`src/rtl/dispatch_ctrl.sv`:
```
// dispatch_ctrl: fetch-to-decode instruction queue and issue sequencer.
// Ports: clk/rst/rdy/clear control, if_* fetch offer, dec_* head to decoder,
// *_full and dec_jalr_ready issue gates, stall_cnt perf counter.
module dispatch_ctrl #(
    parameter int QUEUE_DEPTH = 4
) (
    input  logic        clk,
    input  logic        rst,
    input  logic        rdy,
    input  logic        clear,
    input  logic        if_valid,
    input  logic [31:0] if_pc,
    input  logic [31:0] if_ins,
    input  logic        if_jp,
    output logic        if_ready,
    output logic        dec_ok,
    output logic [31:0] dec_pc,
    output logic [31:0] dec_ins,
    output logic        dec_jp,
    input  logic        rob_full,
    input  logic        rs_full,
    input  logic        lsb_full,
    input  logic        dec_jalr_ready,
    output logic [31:0] stall_cnt
);
    localparam int AW = $clog2(QUEUE_DEPTH);
    localparam int CW = AW + 1;
    localparam logic [CW-1:0] FULL = CW'(QUEUE_DEPTH);
    localparam logic [AW-1:0] ONE = AW'(1);

    typedef enum logic [1:0] {IDLE, ISSUE, JWAIT} state_t;
    typedef enum logic [1:0] {C_ROB, C_RS, C_LSB, C_JALR} cls_t;

    state_t state;
    cls_t cls;

    logic [31:0] mem_pc [QUEUE_DEPTH];
    logic [31:0] mem_ins [QUEUE_DEPTH];
    logic        mem_jp [QUEUE_DEPTH];

    logic [AW-1:0] head;
    logic [AW-1:0] tail;
    logic [AW-1:0] head_n;
    logic [CW-1:0] count;
    logic [CW-1:0] count_n;
    logic [CW-1:0] rem;
    logic          can_issue;
    logic          enq;

    always_comb begin
        cls = C_ROB;
        case (dec_ins[6:0])
            7'b0000011, 7'b0100011:             cls = C_LSB;
            7'b1100011, 7'b0010011, 7'b0110011: cls = C_RS;
            7'b1100111:                         cls = C_JALR;
            default:                            cls = C_ROB;
        endcase
    end

    always_comb begin
        can_issue = !rob_full;
        case (cls)
            C_LSB:   can_issue = !rob_full && !lsb_full;
            C_RS:    can_issue = !rob_full && !rs_full;
            C_JALR:  can_issue = !rob_full && dec_jalr_ready;
            default: can_issue = !rob_full;
        endcase
    end

    assign if_ready = rdy && !rst && !clear && (count < FULL);
    assign enq = if_valid && if_ready;

    always_comb begin
        dec_ok = 1'b0;
        if (rdy && !rst && !clear && count != '0) begin
            case (state)
                ISSUE:   dec_ok = can_issue;
                JWAIT:   dec_ok = dec_jalr_ready && !rob_full;
                default: dec_ok = 1'b0;
            endcase
        end
    end

    assign count_n = count + CW'(enq) - CW'(dec_ok);
    // entries left behind the current head after this cycle's dequeue
    assign rem = count - CW'(dec_ok);
    assign head_n = head + (dec_ok ? ONE : '0);

    always_ff @(posedge clk) begin
        if (rst) begin
            state     <= IDLE;
            head      <= '0;
            tail      <= '0;
            count     <= '0;
            dec_pc    <= '0;
            dec_ins   <= '0;
            dec_jp    <= 1'b0;
            stall_cnt <= '0;
        end else if (rdy) begin
            if (clear) begin
                state <= IDLE;
                head  <= '0;
                tail  <= '0;
                count <= '0;
            end else begin
                if (count != '0 && !dec_ok && stall_cnt != 32'hFFFF_FFFF)
                    stall_cnt <= stall_cnt + 32'd1;
                if (enq) begin
                    mem_pc[tail]  <= if_pc;
                    mem_ins[tail] <= if_ins;
                    mem_jp[tail]  <= if_jp;
                    tail          <= tail + ONE;
                end
                head  <= head_n;
                count <= count_n;
                // head registers track the entry that will sit at head_n;
                // when the queue drains to empty the arriving word becomes head
                if (rem != '0) begin
                    dec_pc  <= mem_pc[head_n];
                    dec_ins <= mem_ins[head_n];
                    dec_jp  <= mem_jp[head_n];
                end else if (enq) begin
                    dec_pc  <= if_pc;
                    dec_ins <= if_ins;
                    dec_jp  <= if_jp;
                end
                case (state)
                    IDLE: begin
                        if (enq)
                            state <= ISSUE;
                    end
                    ISSUE: begin
                        if (count_n == '0)
                            state <= IDLE;
                        else if (!dec_ok && cls == C_JALR && !dec_jalr_ready)
                            state <= JWAIT;
                    end
                    JWAIT: begin
                        if (dec_ok)
                            state <= (count_n == '0) ? IDLE : ISSUE;
                    end
                    default: state <= IDLE;
                endcase
            end
        end
    end
endmodule

```
`config.mk`:
```
export PLATFORM = sky130hd
export DESIGN_NAME = dispatch_ctrl
export DESIGN_NICKNAME = d
export VERILOG_FILES = /design/src/rtl/dispatch_ctrl.sv
export SDC_FILE = /design/constraint.sdc
export NUM_CORES = 1
export LEC_CHECK = 0
export ABC_CLOCK_PERIOD_IN_PS = 3800
export BUFFER_PORTS_ARGS = -buffer_cell sky130_fd_sc_hd__buf_2
export CAP_MARGIN = 40
export CORE_MARGIN = 2
export CORE_UTILIZATION = 48
export DETAILED_ROUTE_END_ITERATION = 6
export GPL_TIMING_DRIVEN = 0
export PLACE_DENSITY = 0.73
export SETUP_SLACK_MARGIN = 0.15
export SLEW_MARGIN = 20
export SYNTH_ARGS = -nofsm -noshare
export SYNTH_HDL_FRONTEND = slang
export SYNTH_SLANG_ARGS = --single-unit
```
`constraint.sdc`:
```
create_clock -name clk -period 3.8 [get_ports clk]
set_clock_uncertainty 0.05 [all_clocks]
set_input_delay 0.76 -clock clk [delete_from_list [all_inputs] [get_ports clk]]
set_output_delay 0.76 -clock clk [all_outputs]
set_load 0.02 [all_outputs]
```
==> results of run 1 <==
[critical path: stages (launching register included)]
cell and delay, ns:
sky130_fd_sc_hd__dfxtp_4 0.34, sky130_fd_sc_hd__or2_4 0.25, sky130_fd_sc_hd__a211o_4 0.36, sky130_fd_sc_hd__ha_4 0.17, sky130_fd_sc_hd__mux2_4 0.30, sky130_fd_sc_hd__o221a_4 0.30, sky130_fd_sc_hd__nor2_4 0.11, sky130_fd_sc_hd__ha_1 0.24
sky130_fd_sc_hd__inv_1 0.05, sky130_fd_sc_hd__ha_1 0.13, sky130_fd_sc_hd__inv_1 0.05, sky130_fd_sc_hd__fa_2 0.36, sky130_fd_sc_hd__xor2_2 0.19, sky130_fd_sc_hd__mux2i_2 0.26, sky130_fd_sc_hd__a21oi_1 0.08, sky130_fd_sc_hd__or4_1 0.40
sky130_fd_sc_hd__mux2i_1 0.14
[cells in the final DEF (no fill, tap or decap), drive strengths merged, types with 6 or more instances in the layout]
cell type	n
nand2	21
nor2b	8
nand3	10
o21ai	13
and4	8
buf	233
or4	24
clkinv	9
a21oi	32
ha	16
inv	15
clkbuf	74
mux2i	71
a211oi	65
nor2	84
and2	6
o31ai	23
mux4	65
nand4	7
dfxtp	106
edfxtp	260
[repair_timing]
action / in CTS / in global routing
buffers inserted: 7 / 11
endpoints found under the setup margin: 62 / 62
resized for setup: 30 / 30
pin swaps: 7 / 3
[power groups by stage]
stage	Sequential, mW	Clock [mW]	Combinational, mW
CTS	4.31	3.78	0.251
finish	4.31	3.69	0.252
detailed placement	4.39	0	0.248
floorplan	4.41	0	0.110
global placement	4.39	0	0.236
global route	4.31	3.93	0.275
[area by class of cell]
| class | count | area share (%) |
|---|---|---|
| Inverter | 15 | 0.313 |
| Sequential cell | 366 | 55.3 |
| Clock buffer | 57 | 6.03 |
| Multi-Input combinational cell | 503 | 26.1 |
| Tap cell | 396 | 2.76 |
| Timing Repair Buffer | 192 | 6.02 |
| Buffer | 59 | 2.50 |
| Antenna cell | 4 | 0.0557 |
| Clock inverter | 14 | 0.940 |
[flip-flops by register name (all words and copies together), names as in the netlist]
signal,cells
head,2
dec_jp,1
dec_pc,32
mem_ins,128
count,3
state,2
tail,2
mem_jp,4
mem_pc,128
dec_ins,32
stall_cnt,32
[metrics by stage]
stage               instances  total power [mW]  util [%]  setup WS [ns]
CTS                      1591              8.34      58.1         -0.127
global route             1604              8.51      58.7         -0.286
global placement         1509              4.63      53.2          -1.10
floorplan                 943              4.52         -        -0.0254
detailed placement       1513              4.64      53.5         -0.306
finish                   1606              8.25      58.7        -0.0605
[cell families (layout without fill, tap and decap cells)]
logic type	after synthesis	count (layout)
buffers and inverters	74	337
adder cells (fa/ha/maj)	17	17
other	0	4
AND/OR/NAND/NOR	197	197
multiplexers	141	141
AO/OA/AOI/OAI	145	145
XOR/XNOR	3	3
flip-flops	366	366
[path summary, 6_finish.rpt]
path / from / endpoint / slack [ns] / cells after the start
max reg2reg: dec_ins[2] / state[0] / -0.06 / 16
max: dec_ins[2] / state[0] / -0.06 / 16
min reg2reg: dec_pc[10] / dec_pc[10] / 0.45 / 2
min: if_jp / mem_jp[0] / 0.41 / 1
[layer usage]
layer	routed length, µm	part of all wire (%)	up-vias
met5	39	0.12	-
met1	13900	42	4640
met2	16200	49	272
li1	-	-	4201
met4	719	2.2	6
met3	2210	6.7	55
==> results.yml, run 1 <==
outcome:
  status: "complete, but fails checks"
  violations: "negative setup slack"
timing:
  final_hold_viol_count: 0
  rsz0062_at_grt: "true"
  period_share_pct: 102
  final_critical_path_setup_slack_ns: -0.0605
  maxSlewHeadroom_pct: 48.9
  final_period_minus_worst_setup_slack_ns: 3.86
  max_slew_vio_count: 0
  setup-tns-final_ns: -0.105
  clock.fmax_ghz: 0.259
  worstMarginPinSlew_ns: 0.767
  setup_viol: 2
  hold_slack_ns: 0.406
placement:
  hpwlAfterDp_mm: 21.2
  postPlaceCellArea_um2: 16400
  finalWeightedCongestion: 0.834
  place.port_buffers: 170
synthesis:
  synth_top_family_by_area: "multiplexers"
  synthesis.nets: 1034
  post_synth_num_cell_types: 62
  synth.area.top_cells: "sky130_fd_sc_hd__edfxtp_1, sky130_fd_sc_hd__dfxtp_1, sky130_fd_sc_hd__mux4_2"
  flip_flop_and_latch_count_after_synthesis: 366
  synth-seq-area-share_pct: 66.7
  mappedNetlistArea_um2: 14900
  yosysTopAreaCell: "sky130_fd_sc_hd__edfxtp_1"
  yosysMostFrequentCell: "sky130_fd_sc_hd__edfxtp_1"
  yosys.area_share.xor_xnor_pct: 0.176
  yosys.area_share.simple_pct: 7.17
  synth_edf_count: 260
  synth-warning-count: 0
  synth_area_in_compound_gates_pct: 6.96
  synth_commonest_cells: "sky130_fd_sc_hd__edfxtp_1, sky130_fd_sc_hd__dfxtp_1, sky130_fd_sc_hd__nor2_1"
  postSynthCellCount: 943
  syn_avg_cell_area_um2: 15.8
  synth_top_flop_cell: "sky130_fd_sc_hd__edfxtp_1"
  fraction_of_synthesized_area_in_multiplexers_pct: 15.0
  post-synth-top-area-fraction_pct: 52.4
  synth_adder_area_share_pct: 1.48
  async_reset_ff_share_pct: 0
finish:
  multi_input_area_um2: 4690
  final_layout_size_suffix_gt1_share_pct: 33.2
  fillers: 2380
  area.growth.synth_to_final_pct: 20.6
  num-nets-final: 1267
  ff_latch_area_um2: 9940
  layout.cell_area.non_filler_um2: 18000
clocking:
  tritoncts: "built"
  clockBufferDepth: 3
  cts.hold.buffers_added: 0
  clock-root-buffer: "sky130_fd_sc_hd__clkbuf_16"
  worst_skew_pair.late_latency_ns: 0.53
  cts-buffers-inserted: 39
  clk_pin_slew_ns: 0.06
  cts-htree-levels: 2
  cts_sinks: 366
power:
  switching_power_as_a_share_of_total_power_pct: 20.3
  p_leak_nw: 6.10
  pwr_density_cell_nw_per_um2: 459
  internal-power_mw: 6.58
  relative_contribution_of_the_clock_network_to_total_power_pct: 44.8
  switchingPower_mw: 1.67
  p_comb_share_pct: 3.1
  irDropWorstVdd_v: 0.000427
  sequentialPowerShare_pct: 52.2
floorplanning:
  rows: 64
  floorplan.die.height_um: 180
  fp.dieW_um: 180
  initial_core_util_pct: 48.7
  core_um2: 30600
  floorplan.die_area_um2: 32500
  ioPinCount: 173
critical_path:
  class_of_the_most_critical_setup_path: "register to register"
  critical_path_required_ns: 4.20
  worst_ep_arrival_time_ns: 4.26
  endpoint_kind: "register"
  path_max_fanout: 3
  worst_setup_path_start_kind: "register"
global_routing:
  grt_pass1_wl_mm: 51.7
  gr-usage-met1_pct: 26.6
  grt_start_max_net_pins: 46
  vias_in_the_first_global_route: 9266
  antenna_violations_before_repair: 7
  grt.overflow.total: 0
  met3_usage_pct: 4.63
  grt.met2_usage_pct: 34.0
  top_usage_layer: "met2"
  grt_usage_pct: 20.2
detailed_routing:
  drtIter0Drc: 692
  routed_wirelength_mm: 33.1
  detail_route.wl_per_cell_um: 20.6
  number_of_vias_after_detailed_routing: 9174
  firstDrtPassIters: 5
  post_drt_via_cell_ratio: 5.71
  antenna_violating_nets_post_route: 0
  remaining_routing_drc_violations: 0
flow_run:
  max_cap_viol_count: 0
hold_path:
  hold_path_class: "primary input to register"
Note: power is estimated with default switching activity, not from simulation.
==> inputs of run 2 (changes only) <==
Settings changed: CTS_BUF_LIST from default to sky130_fd_sc_hd__clkbuf_2 sky130_fd_sc_hd__clkbuf_4 sky130_fd_sc_hd__clkbuf_8.
==> results.yml, run 2 (synthesis results as in run 1) <==
detailed_routing:
  detail_route.wl_per_cell_um: 20.1
  firstDrtPassIters: 5
  drtIter0Drc: 586
  antenna_violating_nets_post_route: 0
  post_drt_via_cell_ratio: 5.61
  remaining_routing_drc_violations: 0
  number_of_vias_after_detailed_routing: 9236
  routed_wirelength_mm: 33.1
global_routing:
  grt_usage_pct: 20.2
  vias_in_the_first_global_route: 9417
  antenna_violations_before_repair: 5
  grt.overflow.total: 0
  grt_start_max_net_pins: 46
  grt_pass1_wl_mm: 51.8
power:
  pwr_density_cell_nw_per_um2: 455
  irDropWorstVdd_v: 0.000312
  p_leak_nw: 6.20
critical_path:
  number_of_stages_on_the_worst_setup_path: 16
  critical_path.max_stage_delay_ns: 0.40
  crit_path_cell_chain: "or2_4, a211o_4, ha_4, mux2_4, o221a_4, nor2_4, ha_1, inv_1, ha_1, inv_1, fa_2, xor2_2, mux2i_2, a21oi_1, or4_1, mux2i_1"
  path_buf_inv: 2
  endpoint_kind: "register"
  worst_setup_path_start_kind: "register"
  worst_ep_arrival_time_ns: 4.33
  critPathTopFamily: "adder cells"
  path_max_fanout: 3
  class_of_the_most_critical_setup_path: "register to register"
  worstRegToRegCells: 16
  critical_path_required_ns: 4.26
  critical_path.slowest_cell: "sky130_fd_sc_hd__or4_1"
timing:
  final_period_minus_worst_setup_slack_ns: 3.87
  final_critical_path_setup_slack_ns: -0.0736
  clock.fmax_ghz: 0.258
  period_share_pct: 102
  max_slew_vio_count: 0
  rsz0062_at_grt: "true"
  maxSlewHeadroom_pct: 49.3
  worstMarginPinSlew_ns: 0.761
  setup_viol: 2
  final_hold_viol_count: 0
clocking:
  cts-htree-levels: 2
  cts_sinks: 366
  worst_skew_pair.late_latency_ns: 0.59
  cts-buffers-inserted: 58
  cts.hold.buffers_added: 0
  clockBufferDepth: 3
  clk_pin_slew_ns: 0.07
  tritoncts: "built"
  clock-root-buffer: "sky130_fd_sc_hd__clkbuf_8"
floorplanning:
  initial_core_util_pct: 48.7
  core_um2: 30600
  rows: 64
  floorplan.die_area_um2: 32500
  ioPinCount: 173
  fp.dieW_um: 180
  floorplan.die.height_um: 180
finish:
  num-nets-final: 1287
  reg.largest.list: "mem_ins x128, mem_pc x128"
  most_common_cell_after_layout_fill_and_taps_aside: "sky130_fd_sc_hd__edfxtp_1"
  final_cells: 1645
  area.growth.synth_to_final_pct: 21.2
  most-common-layout-cells: "sky130_fd_sc_hd__edfxtp_1, sky130_fd_sc_hd__buf_2, sky130_fd_sc_hd__dfxtp_1"
  utilization_pct: 59.0
  final_layout_size_suffix_gt1_share_pct: 35.9
hold_path:
  timing.hold.worst_path_depth: 1
  hold_path_class: "primary input to register"
flow_run:
  max_cap_viol_count: 0
placement:
  hpwlAfterDp_mm: 21.2
  numPlacedInstances: 1513
  place.port_buffers: 170
  finalWeightedCongestion: 0.834
outcome:
  status: "complete, but fails checks"
  violations: "negative setup slack"
## run 2: layout make-up
type                            instances  area, µm²
Clock buffer                           88       1120
Multi-Input combinational cell        503       4690
Buffer                                 59        458
Tap cell                              396        495
Timing Repair Buffer                  193       1090
Antenna cell                            3       7.51
Inverter                               15       56.3
Sequential cell                       366       9930
Clock inverter                         22        200
Fill cell                            2374      12500
## run 2: worst paths after layout
kind,startpoint,end,slack (ns)
worst max-delay path,dec_ins[2],state[0],-0.07
worst min register to register,dec_pc[10],dec_pc[10],0.45
worst min-delay path,if_jp,mem_jp[1],0.34
worst max register to register,dec_ins[2],state[0],-0.07
## run 2: stage by stage
| stage | total power, mW | TNS [ns] | cell area (µm²) | worst slack [ns] | hold slack (ns) |
|---|---|---|---|---|---|
| 5_1_grt | 8.49 | -0.517 | 18000 | -0.271 | 0.306 |
| 6_report | 8.21 | -0.130 | 18100 | -0.0736 | 0.339 |
| 2_1_floorplan | 4.52 | -0.0490 | 14900 | -0.0254 | 0.432 |
| 3_3_place_gp | 4.63 | -284.67 | 16300 | -1.10 | 0.433 |
| 3_5_place_dp | 4.64 | -12.20 | 16400 | -0.306 | 0.442 |
| 4_1_cts | 8.27 | -0.253 | 17800 | -0.136 | 0.302 |
## run 2: where the power goes
part | internal (mW) | switching [mW] | total [mW]
Combinational | 0.0926 | 0.158 | 0.251
Clock | 2.10 | 1.54 | 3.65
Sequential | 4.30 | 0.0124 | 4.31
Total | 6.49 | 1.72 | 8.21
## run 2: worst register-to-register path, stage by stage (launching register included)
cell	delay, ns
sky130_fd_sc_hd__dfxtp_4	0.34
sky130_fd_sc_hd__or2_4	0.25
sky130_fd_sc_hd__a211o_4	0.36
sky130_fd_sc_hd__ha_4	0.17
sky130_fd_sc_hd__mux2_4	0.30
sky130_fd_sc_hd__o221a_4	0.30
sky130_fd_sc_hd__nor2_4	0.11
sky130_fd_sc_hd__ha_1	0.24
sky130_fd_sc_hd__inv_1	0.05
sky130_fd_sc_hd__ha_1	0.13
sky130_fd_sc_hd__inv_1	0.05
sky130_fd_sc_hd__fa_2	0.36
sky130_fd_sc_hd__xor2_2	0.19
sky130_fd_sc_hd__mux2i_2	0.27
sky130_fd_sc_hd__a21oi_1	0.09
sky130_fd_sc_hd__or4_1	0.40
sky130_fd_sc_hd__mux2i_1	0.15
## run 2: per-layer routing
| metal | vias to the layer above | wire (µm) | GRT usage, % |
|---|---|---|---|
| met5 | - | 39 | 0 |
| met4 | 6 | 570 | 5.23 |
| met2 | 272 | 16200 | 33.7 |
| li1 | 4259 | - | - |
| met1 | 4645 | 14100 | 26.8 |
| met3 | 54 | 2140 | 4.65 |
## run 2: repair_timing
item | 4_1_cts | 5_1_grt
resized for setup | 29 | 29
gates cloned | 0 | 1
pin swaps | 6 | 3
setup buffers | 6 | 12
endpoints found under the setup margin | 65 | 57
==> inputs of run 3 (changes only) <==
Settings changed: SETUP_SLACK_MARGIN 0.15 to 0.05, SKIP_LAST_GASP from default to 1.
==> results.yml, run 3 (synthesis results as in run 1) <==
timing:
  setup_viol: 2
  rsz0062_at_grt: "true"
  worstMarginPinSlew_ns: 0.717
  period_share_pct: 102
  maxSlewHeadroom_pct: 52.2
  clock.fmax_ghz: 0.258
  final_period_minus_worst_setup_slack_ns: 3.87
  final_critical_path_setup_slack_ns: -0.0712
  final_hold_viol_count: 0
  max_slew_vio_count: 0
  hold_slack_ns: 0.331
floorplanning:
  floorplan.die_area_um2: 32500
  ioPinCount: 173
  rows: 64
  floorplan.die.height_um: 180
  core_um2: 30600
  fp.dieW_um: 180
  initial_core_util_pct: 48.7
finish:
  most-common-layout-cells: "sky130_fd_sc_hd__edfxtp_1, sky130_fd_sc_hd__buf_2, sky130_fd_sc_hd__dfxtp_1"
  most_common_cell_after_layout_fill_and_taps_aside: "sky130_fd_sc_hd__edfxtp_1"
  num-nets-final: 1276
  reg.largest.list: "mem_ins x128, mem_pc x128"
  final_layout_size_suffix_gt1_share_pct: 35.1
  area.growth.synth_to_final_pct: 20.1
  fillers: 2399
detailed_routing:
  number_of_vias_after_detailed_routing: 9210
  antenna_violating_nets_post_route: 0
  post_drt_via_cell_ratio: 5.64
  detail_route.wl_per_cell_um: 20.1
  firstDrtPassIters: 7
  routed_wirelength_mm: 32.8
  drtIter0Drc: 591
  remaining_routing_drc_violations: 0
placement:
  finalWeightedCongestion: 0.834
  place.port_buffers: 170
  hpwlAfterDp_mm: 21.2
outcome:
  status: "complete, but fails checks"
  violations: "negative setup slack"
global_routing:
  grt_pass1_wl_mm: 51.8
  antenna_violations_before_repair: 5
  grt_usage_pct: 20.1
  grt.overflow.total: 0
  vias_in_the_first_global_route: 9410
  grt_start_max_net_pins: 46
power:
  p_leak_nw: 6.14
  post-layout-total-power_mw: 8.21
  irDropWorstVdd_v: 0.000313
  pwr_density_cell_nw_per_um2: 459
critical_path:
  path_max_fanout: 3
  worst_ep_arrival_time_ns: 4.33
  class_of_the_most_critical_setup_path: "register to register"
  worst_setup_path_start_kind: "register"
  endpoint_kind: "register"
  critical_path_required_ns: 4.26
flow_run:
  max_cap_viol_count: 0
clocking:
  cts.hold.buffers_added: 0
  cts-htree-levels: 2
  tritoncts: "built"
  clk_pin_slew_ns: 0.07
  clockBufferDepth: 3
  worst_skew_pair.late_latency_ns: 0.60
  cts-buffers-inserted: 58
  cts_sinks: 366
  clock-root-buffer: "sky130_fd_sc_hd__clkbuf_8"
hold_path:
  hold_path_class: "primary input to register"
run 3: changes by cell type in the layout (fill, tap and decap cells not counted), moves of 2 or more:
cell                       change
sky130_fd_sc_hd__buf_6         +2
sky130_fd_sc_hd__buf_8         -4
sky130_fd_sc_hd__clkbuf_4      -7
sky130_fd_sc_hd__buf_4        -10
sky130_fd_sc_hd__buf_2         +9
run 3: repair_timing:
item | CTS | global route
setup endpoints to repair | 62 | 58
resized for setup | 20 | 14
pin swaps | 6 | 3
buffers inserted | 6 | 2
run 3: final cells by class:
type | instances | area, µm² | area share (%)
multi-input cells | 503 | 4650 | 26.0
clock inverters | 22 | 200 | 1.12
diodes | 3 | 7.51 | 0.0420
plain buffers | 59 | 404 | 2.26
repair buffers | 182 | 1010 | 5.63
clock buffers | 88 | 1120 | 6.28
inverters | 15 | 56.3 | 0.315
well taps | 396 | 495 | 2.77
flip-flops and latches | 366 | 9930 | 55.6
run 3: power by group:
part | switching (mW) | internal (mW) | total, mW
clock | 1.55 | 2.10 | 3.65
combinational | 0.158 | 0.0919 | 0.249
sequential | 0.0123 | 4.30 | 4.31
total | 1.72 | 6.49 | 8.21
run 3: metal layers:
| layer | routed length, µm | GRT usage [%] | part of all wire, % |
|---|---|---|---|
| met1 | 13900 | 26.8 | 42 |
| met2 | 15900 | 33.7 | 49 |
| met3 | 2340 | 4.65 | 7.1 |
| met4 | 578 | 5.23 | 1.8 |
| met5 | 39 | 0 | 0.12 |
run 3: worst paths after layout:
path / to / slack (ns) / cells after the start / from
worst min-delay path: mem_jp[1] / 0.33 / 1 / if_jp
worst max register to register: state[0] / -0.07 / 16 / dec_ins[2]
worst max-delay path: state[0] / -0.07 / 16 / dec_ins[2]
worst min register to register: dec_pc[10] / 0.45 / 2 / dec_pc[10]
run 3: stage by stage:
step	setup TNS [ns]	area (µm²)	instances	setup slack (ns)	utilization, %
detailed placement	-12.20	16400	1513	-0.306	53.5
global route	-0.516	17900	1631	-0.271	58.4
floorplan	-0.0490	14900	943	-0.0254	-
global placement	-284.67	16300	1509	-1.10	53.2
finish	-0.122	17900	1634	-0.0712	58.5
CTS	-0.253	17800	1629	-0.136	58.2
run 3: worst max-delay path, stage by stage, from the launching register on:
cell,delay (ns)
sky130_fd_sc_hd__dfxtp_4,0.34
sky130_fd_sc_hd__or2_4,0.25
sky130_fd_sc_hd__a211o_4,0.36
sky130_fd_sc_hd__ha_4,0.17
sky130_fd_sc_hd__mux2_4,0.30
sky130_fd_sc_hd__o221a_4,0.30
sky130_fd_sc_hd__nor2_4,0.11
sky130_fd_sc_hd__ha_1,0.24
sky130_fd_sc_hd__inv_1,0.05
sky130_fd_sc_hd__ha_1,0.13
sky130_fd_sc_hd__inv_1,0.05
sky130_fd_sc_hd__fa_2,0.36
sky130_fd_sc_hd__xor2_2,0.19
sky130_fd_sc_hd__mux2i_2,0.26
sky130_fd_sc_hd__a21oi_1,0.09
sky130_fd_sc_hd__or4_1,0.40
sky130_fd_sc_hd__mux2i_1,0.15
